## config.mk

```make
export PLATFORM = sky130hd
export DESIGN_NAME = decoded_op_queue
export DESIGN_NICKNAME = d
export VERILOG_FILES = /design/src/rtl/decoded_op_queue_pkg.sv /design/src/rtl/decoded_op_queue_compactor.sv /design/src/rtl/decoded_op_queue.sv
export SDC_FILE = /design/constraint.sdc
export NUM_CORES = 1
export LEC_CHECK = 0
export CAP_MARGIN = 5
export CORE_MARGIN = 3
export CORE_UTILIZATION = 50
export DETAILED_ROUTE_END_ITERATION = 12
export PLACE_DENSITY = 0.76
export SYNTH_ARGS = -nofsm -noshare
export SYNTH_HDL_FRONTEND = slang
export SYNTH_HIERARCHICAL = 1
export SYNTH_SLANG_ARGS = --single-unit
```

## constraint.sdc

```tcl
create_clock -name clk -period 6.35 [get_ports clk]
set_clock_uncertainty 0.15 [all_clocks]
set_input_delay 1.27 -clock clk [delete_from_list [all_inputs] [get_ports clk]]
set_output_delay 1.27 -clock clk [all_outputs]
set_load 0.01 [all_outputs]
```

## src/rtl/decoded_op_queue_pkg.sv

```systemverilog
// Shared types and default sizes for the decode-to-rename micro-op queue.
package decoded_op_queue_pkg;

  localparam int DECODE_WIDTH           = 2;
  localparam int RENAME_WIDTH           = 2;
  localparam int DECODED_OP_QUEUE_DEPTH = 8;

  typedef logic [$clog2(DECODED_OP_QUEUE_DEPTH)-1:0] DecodedOpQueueIndexPath;
  typedef logic [$clog2(DECODED_OP_QUEUE_DEPTH):0]   DecodedOpQueueCountPath;

  // Micro-op payload carried from decode to rename.
  typedef struct packed {
    logic [15:0] opInfo;
    logic [31:0] pc;
    logic        bPred;
    logic [7:0]  opId;
  } RenameStageRegPath;

endpackage

```

## src/rtl/decoded_op_queue_compactor.sv

```systemverilog
// Prefix popcount over the enqueue lanes: each lane gets the number of valid
// lanes below it (its write offset from tail), plus the total valid count.
module decoded_op_compactor #(
  parameter  int WIDTH = 2,
  localparam int CNT_W = $clog2(WIDTH + 1)
) (
  input  logic [WIDTH-1:0] valid,
  output logic [CNT_W-1:0] offset [WIDTH],
  output logic [CNT_W-1:0] total
);

  // Running sum across lanes in ascending order.
  always_comb begin
    logic [CNT_W-1:0] run;
    // NOTE: blocking assignments here are deliberate; each lane must see the
    // running sum already updated by all lower lanes within the same pass.
    run = '0;
    for (int i = 0; i < WIDTH; i++) begin
      offset[i] = run;
      run       = run + CNT_W'(valid[i]);
    end
    total = run;
  end

endmodule

```

## src/rtl/decoded_op_queue.sv

```systemverilog
// In-order micro-op buffer between decode and rename. Valid decode lanes are
// compacted into a circular buffer; up to RENAME_WIDTH oldest entries are
// presented each cycle and consumed together unless rename stalls.
module decoded_op_queue
  import decoded_op_queue_pkg::*;
#(
  parameter int DECODE_WIDTH = decoded_op_queue_pkg::DECODE_WIDTH,
  parameter int RENAME_WIDTH = decoded_op_queue_pkg::RENAME_WIDTH,
  parameter int DEPTH        = DECODED_OP_QUEUE_DEPTH
) (
  input  logic                      clk,
  input  logic                      rst,
  input  logic                      flush,
  input  logic [DECODE_WIDTH-1:0]   enqValid,
  input  RenameStageRegPath         enqData [DECODE_WIDTH],
  output logic                      enqReady,
  output logic [RENAME_WIDTH-1:0]   deqValid,
  output RenameStageRegPath         deqData [RENAME_WIDTH],
  input  logic                      deqStall,
  output logic [$clog2(DEPTH):0]    count,
  output logic                      empty
);

  localparam int IDX_W = $clog2(DEPTH);
  localparam int CNT_W = IDX_W + 1;
  localparam int OFF_W = $clog2(DECODE_WIDTH + 1);

  RenameStageRegPath storage [DEPTH];
  logic [IDX_W-1:0]  head_ptr;
  logic [IDX_W-1:0]  tail_ptr;

  logic [OFF_W-1:0]  enq_off [DECODE_WIDTH];
  logic [OFF_W-1:0]  enq_n;
  logic [CNT_W-1:0]  deq_n;
  logic [CNT_W-1:0]  enq_acc;
  logic [CNT_W-1:0]  deq_acc;
  logic              do_enq;

  decoded_op_compactor #(.WIDTH(DECODE_WIDTH)) u_compactor (
    .valid  (enqValid),
    .offset (enq_off),
    .total  (enq_n)
  );

  // Ready and dequeue width depend on the registered count only, so no input
  // reaches an output combinationally.
  always_comb begin
    // NOTE: every output of this block gets a value before any condition is
    // evaluated, so no path can leave one unassigned and infer a latch.
    enqReady = (CNT_W'(DEPTH) - count) >= CNT_W'(DECODE_WIDTH);
    empty    = (count == '0);
    deq_n    = (count < CNT_W'(RENAME_WIDTH)) ? count : CNT_W'(RENAME_WIDTH);
    do_enq   = enqReady && !flush;
    enq_acc  = do_enq ? CNT_W'(enq_n) : '0;
    deq_acc  = (!deqStall && !flush) ? deq_n : '0;
  end

  // Present the oldest entries in order; the index wraps modulo DEPTH.
  always_comb begin
    deqValid = '0;
    for (int i = 0; i < RENAME_WIDTH; i++) begin
      deqValid[i] = CNT_W'(i) < deq_n;
      deqData[i]  = storage[head_ptr + IDX_W'(i)];
    end
  end

  // Write valid lanes at their compacted offsets from tail.
  // NOTE: the payload array has no reset; occupancy is tracked by the
  // pointers and count, so stale contents are never presented as valid.
  always_ff @(posedge clk) begin
    for (int i = 0; i < DECODE_WIDTH; i++) begin
      if (do_enq && enqValid[i]) begin
        storage[tail_ptr + IDX_W'(enq_off[i])] <= enqData[i];
      end
    end
  end

  // Pointer and occupancy update; flush wins over enqueue and dequeue.
  always_ff @(posedge clk or posedge rst) begin
    // NOTE: non-blocking assignments keep every register reading the
    // pre-edge values of the others.
    if (rst) begin
      head_ptr <= '0;
      tail_ptr <= '0;
      count    <= '0;
    end else if (flush) begin
      head_ptr <= '0;
      tail_ptr <= '0;
      count    <= '0;
    end else begin
      tail_ptr <= tail_ptr + IDX_W'(enq_acc);
      head_ptr <= head_ptr + IDX_W'(deq_acc);
      count    <= count + enq_acc - deq_acc;
    end
  end

  // Decode offering micro-ops while the queue is not ready is a protocol error.
  always_ff @(posedge clk) begin
    if (!rst) begin
      assert (enqReady || enq_n == '0)
        else $warning("decoded_op_queue: enqValid asserted while enqReady is low");
    end
  end

endmodule

```

==> flow_metrics.tcl <==
set metrics [dict create \
    status "finished, final reports clean" \
    fin_crit_ns 5.097 \
    slowest_stage "ha_4" \
    cp.arrival_ns 3.68 \
    fin_nets 1847 \
    avgSynthCellArea_sq_um 18.16 \
    p_switching_mw 3.238 \
    synth_common_cells "mux2_2 (510), edfxtp_1 (456), mux4_2 (228)" \
    combPwrFrac_pct 35.7 \
    synth_area_sq_um 27260 \
    synth-seq-cells 466 \
    finalSetupViolations 0 \
    fin_util_pct 60.08 \
    clk_latency_ns 0.58 \
    tightestPinTransition_ns 1.129 \
    die_h_um 239.5 \
    fp.dieArea_sq_um 57350 \
    drt-total-wl_um 70420 \
    synth.most_common_cell "mux2_2" \
    hold_viol_final 0 \
    yosysSeqAreaShare_pct 51.15 \
    core_sq_um 53290 \
    drc_errors 0 \
    max_freq_mhz 196.2 \
    globalplace.congestion 0.8126 \
    cp-end-kind "output pin" \
    synth_ff_type "edfxtp_1" \
    period_share_pct 80.26 \
    grt_pass1_wl_um 105800 \
    cts_tree "done" \
    drt-initial-drc-count 1417 \
    p_seq_share_pct 37.6 \
    cts_sinks 466 \
    cts-root-buf "clkbuf_16" \
    syn_inst 1501 \
    maxCapViolations 0 \
    p_sw_share_pct 29.79 \
    postCtsSetupBuffers 0 \
    initial_core_util_pct 51.15 \
    ios 242 \
    area_delta_synth_final_pct 17.45 \
    dr.pass1.iters 7 \
    rr_startpoint "count[1]$_DFF_PP0_" \
    grt_max_degree 121 \
    post_cts_resize_count 0 \
    numCtsBuffers 51 \
    antenna_found_initial 12 \
    max-vdd-ir-drop_mv 0.3444 \
    die_x_um 239.5 \
    overflow 0 \
    cts_buffer_depth 3 \
    post-synth-top-area-cell "edfxtp_1" \
    synth_edf_count 456 \
    p_leak_nw 10.19 \
    synth_top_cell_area_share_pct 50.24 \
    rrSetupSlack_ns 2.41 \
    postRouteAntennaNets 0 \
    synth-async-reset-ratio_pct 2.146 \
    slew-limit-headroom_pct 24.72 \
    io_buffers 241 \
    grt_pass1_vias 16950 \
    criticalPathCategory "reg -> out" \
    dp_hpwl_um 39510 \
    nFillCells 3840 \
    fp-row-count 84 \
    ctsHtreeMaxLevel 2 \
    p_int_mw 7.631 \
    p_clk_share_pct 26.7 \
    startpoint "head_ptr[0]$_DFF_PP0_" \
    yosysWarnings 6 \
    ys_types 34 \
    wl_per_cell_um 28.80 \
    path_cells "ha_4 > buf_4 > mux4_2 > mux2_2 > clkdlybuf4s50_1" \
    cellPowerDensity_nw_per_um2 339.5 \
    timing.rr.end "storage[1][24]$_DFFE_PP_" \
    rsz0062_at_grt "no" \
    synth_area_leaders "edfxtp_1 (50%), mux2_2 (21%), mux4_2 (19%)" \
    required_ns 4.93 \
    path_max_fanout 28 \
    crit_path_end "deqData[26]" \
    vias_per_cell 6.472 \
    cts_hold_buf 0 \
    drv_slew 0 \
    vias 15823 \
    drive_above_1_share_pct 52.66 \
    critPathMaxStageDelay_ns 0.69 \
    r2r_cells 7 \
    crit_path_start_kind "register" \
    grt_use_total_pct 24.77 \
    tns_ns 0 \
    cts.reportedPaths.clkPinSlew_ns 0.06 \
    hp-class "reg -> reg" \
]
[worst min path at each step]
stage	cells past startpoint	to	slack, ns	from
finish	2	tail_ptr[0]$_DFF_PP0_	0.54	tail_ptr[0]$_DFF_PP0_
global route	2	tail_ptr[0]$_DFF_PP0_	0.60	tail_ptr[0]$_DFF_PP0_
CTS	2	tail_ptr[0]$_DFF_PP0_	0.55	tail_ptr[0]$_DFF_PP0_
detailed placement	2	tail_ptr[0]$_DFF_PP0_	0.53	tail_ptr[0]$_DFF_PP0_
global placement	2	tail_ptr[0]$_DFF_PP0_	0.51	tail_ptr[0]$_DFF_PP0_
floorplan	2	tail_ptr[0]$_DFF_PP0_	0.47	tail_ptr[0]$_DFF_PP0_
[logic make-up (layout without fill, tap and decap cells)]
logic type      after synthesis  after routing  synth area share, %
other cells                   1             11              0.01376
simple gates                 61             61                1.180
mux                         798            798                43.21
compound gates               12             12               0.2387
fa+ha+maj                    19             19                1.037
flops                       466            466                51.15
buf+inv                     133            379                2.809
xor+xnor                     11             11               0.3534
[stage by stage]
step	total power [mW]	hold slack [ns]	area (sq um)	worst slack (ns)	instances
floorplan	6.407	0.4702	27260	0.3579	1503
global placement	7.984	0.5138	30370	1.382	2343
detailed placement	8.039	0.5297	30370	1.431	2343
CTS	10.96	0.5460	31990	1.191	2437
global route	11.31	0.6030	32010	1.113	2442
finish	10.87	0.5369	32010	1.253	2445
[state kept, by name (all words and copies together) (netlist names)]
| name | count |
|---|---|
| head_ptr | 3 |
| storage | 456 |
| count | 4 |
| tail_ptr | 3 |
[layout by cell type (no fill, tap or decap), types with 8 or more instances in the layout]
master | Yosys | final
buf_12 | 0 | 11
buf_4 | 11 | 21
clkbuf_1 | 39 | 10
clkbuf_16 | 0 | 52
clkdlybuf4s50_1 | 0 | 241
clkinv_1 | 0 | 14
clkinv_2 | 0 | 9
diode_2 | 0 | 8
edfxtp_1 | 456 | 456
ha_1 | 13 | 12
inv_1 | 12 | 12
mux2_2 | 510 | 510
mux2_4 | 60 | 60
mux4_2 | 228 | 228
nand2_1 | 11 | 11
nor2_1 | 19 | 11
nor2_4 | 0 | 8
[layout make-up]
class | count | area, sq um | share of cell area [%]
antenna | 8 | 20.02 | 0.06253
clock buffer | 62 | 1339 | 4.182
clock inverter | 32 | 289.0 | 0.9028
inverter | 12 | 45.04 | 0.1407
multi-input combinational | 904 | 12710 | 39.72
sequential | 466 | 13950 | 43.59
tap | 688 | 860.8 | 2.689
timing repair buffer | 273 | 2790 | 8.716
[power groups by stage]
| stage | logic [mW] | clock network (mW) | registers, mW |
|---|---|---|---|
| floorplan | 2.31 | 0 | 4.09 |
| finish | 3.88 | 2.90 | 4.09 |
| global placement | 3.88 | 0 | 4.11 |
| CTS | 3.92 | 2.95 | 4.08 |
| detailed placement | 3.90 | 0 | 4.14 |
| global route | 4.11 | 3.08 | 4.13 |
[worst max-delay path: cells and delay by family (launching register included)]
kind                     cells  cell delay [ns]
buffers and inverters        2             0.98
multiplexers                 2             0.70
adder cells (fa/ha/maj)      1             0.69
flip-flops                   1             0.68
[metal layers]
metal / share of wire, % / routed length [um] / GRT usage [%]
met1: 41 / 28570 / 33.89
met4: 1.9 / 1366 / 6.450
met2: 50 / 35360 / 41.15
met5: 0.082 / 58 / 0
met3: 7.2 / 5056 / 4.778
Note: power is estimated with default switching activity, not from simulation.
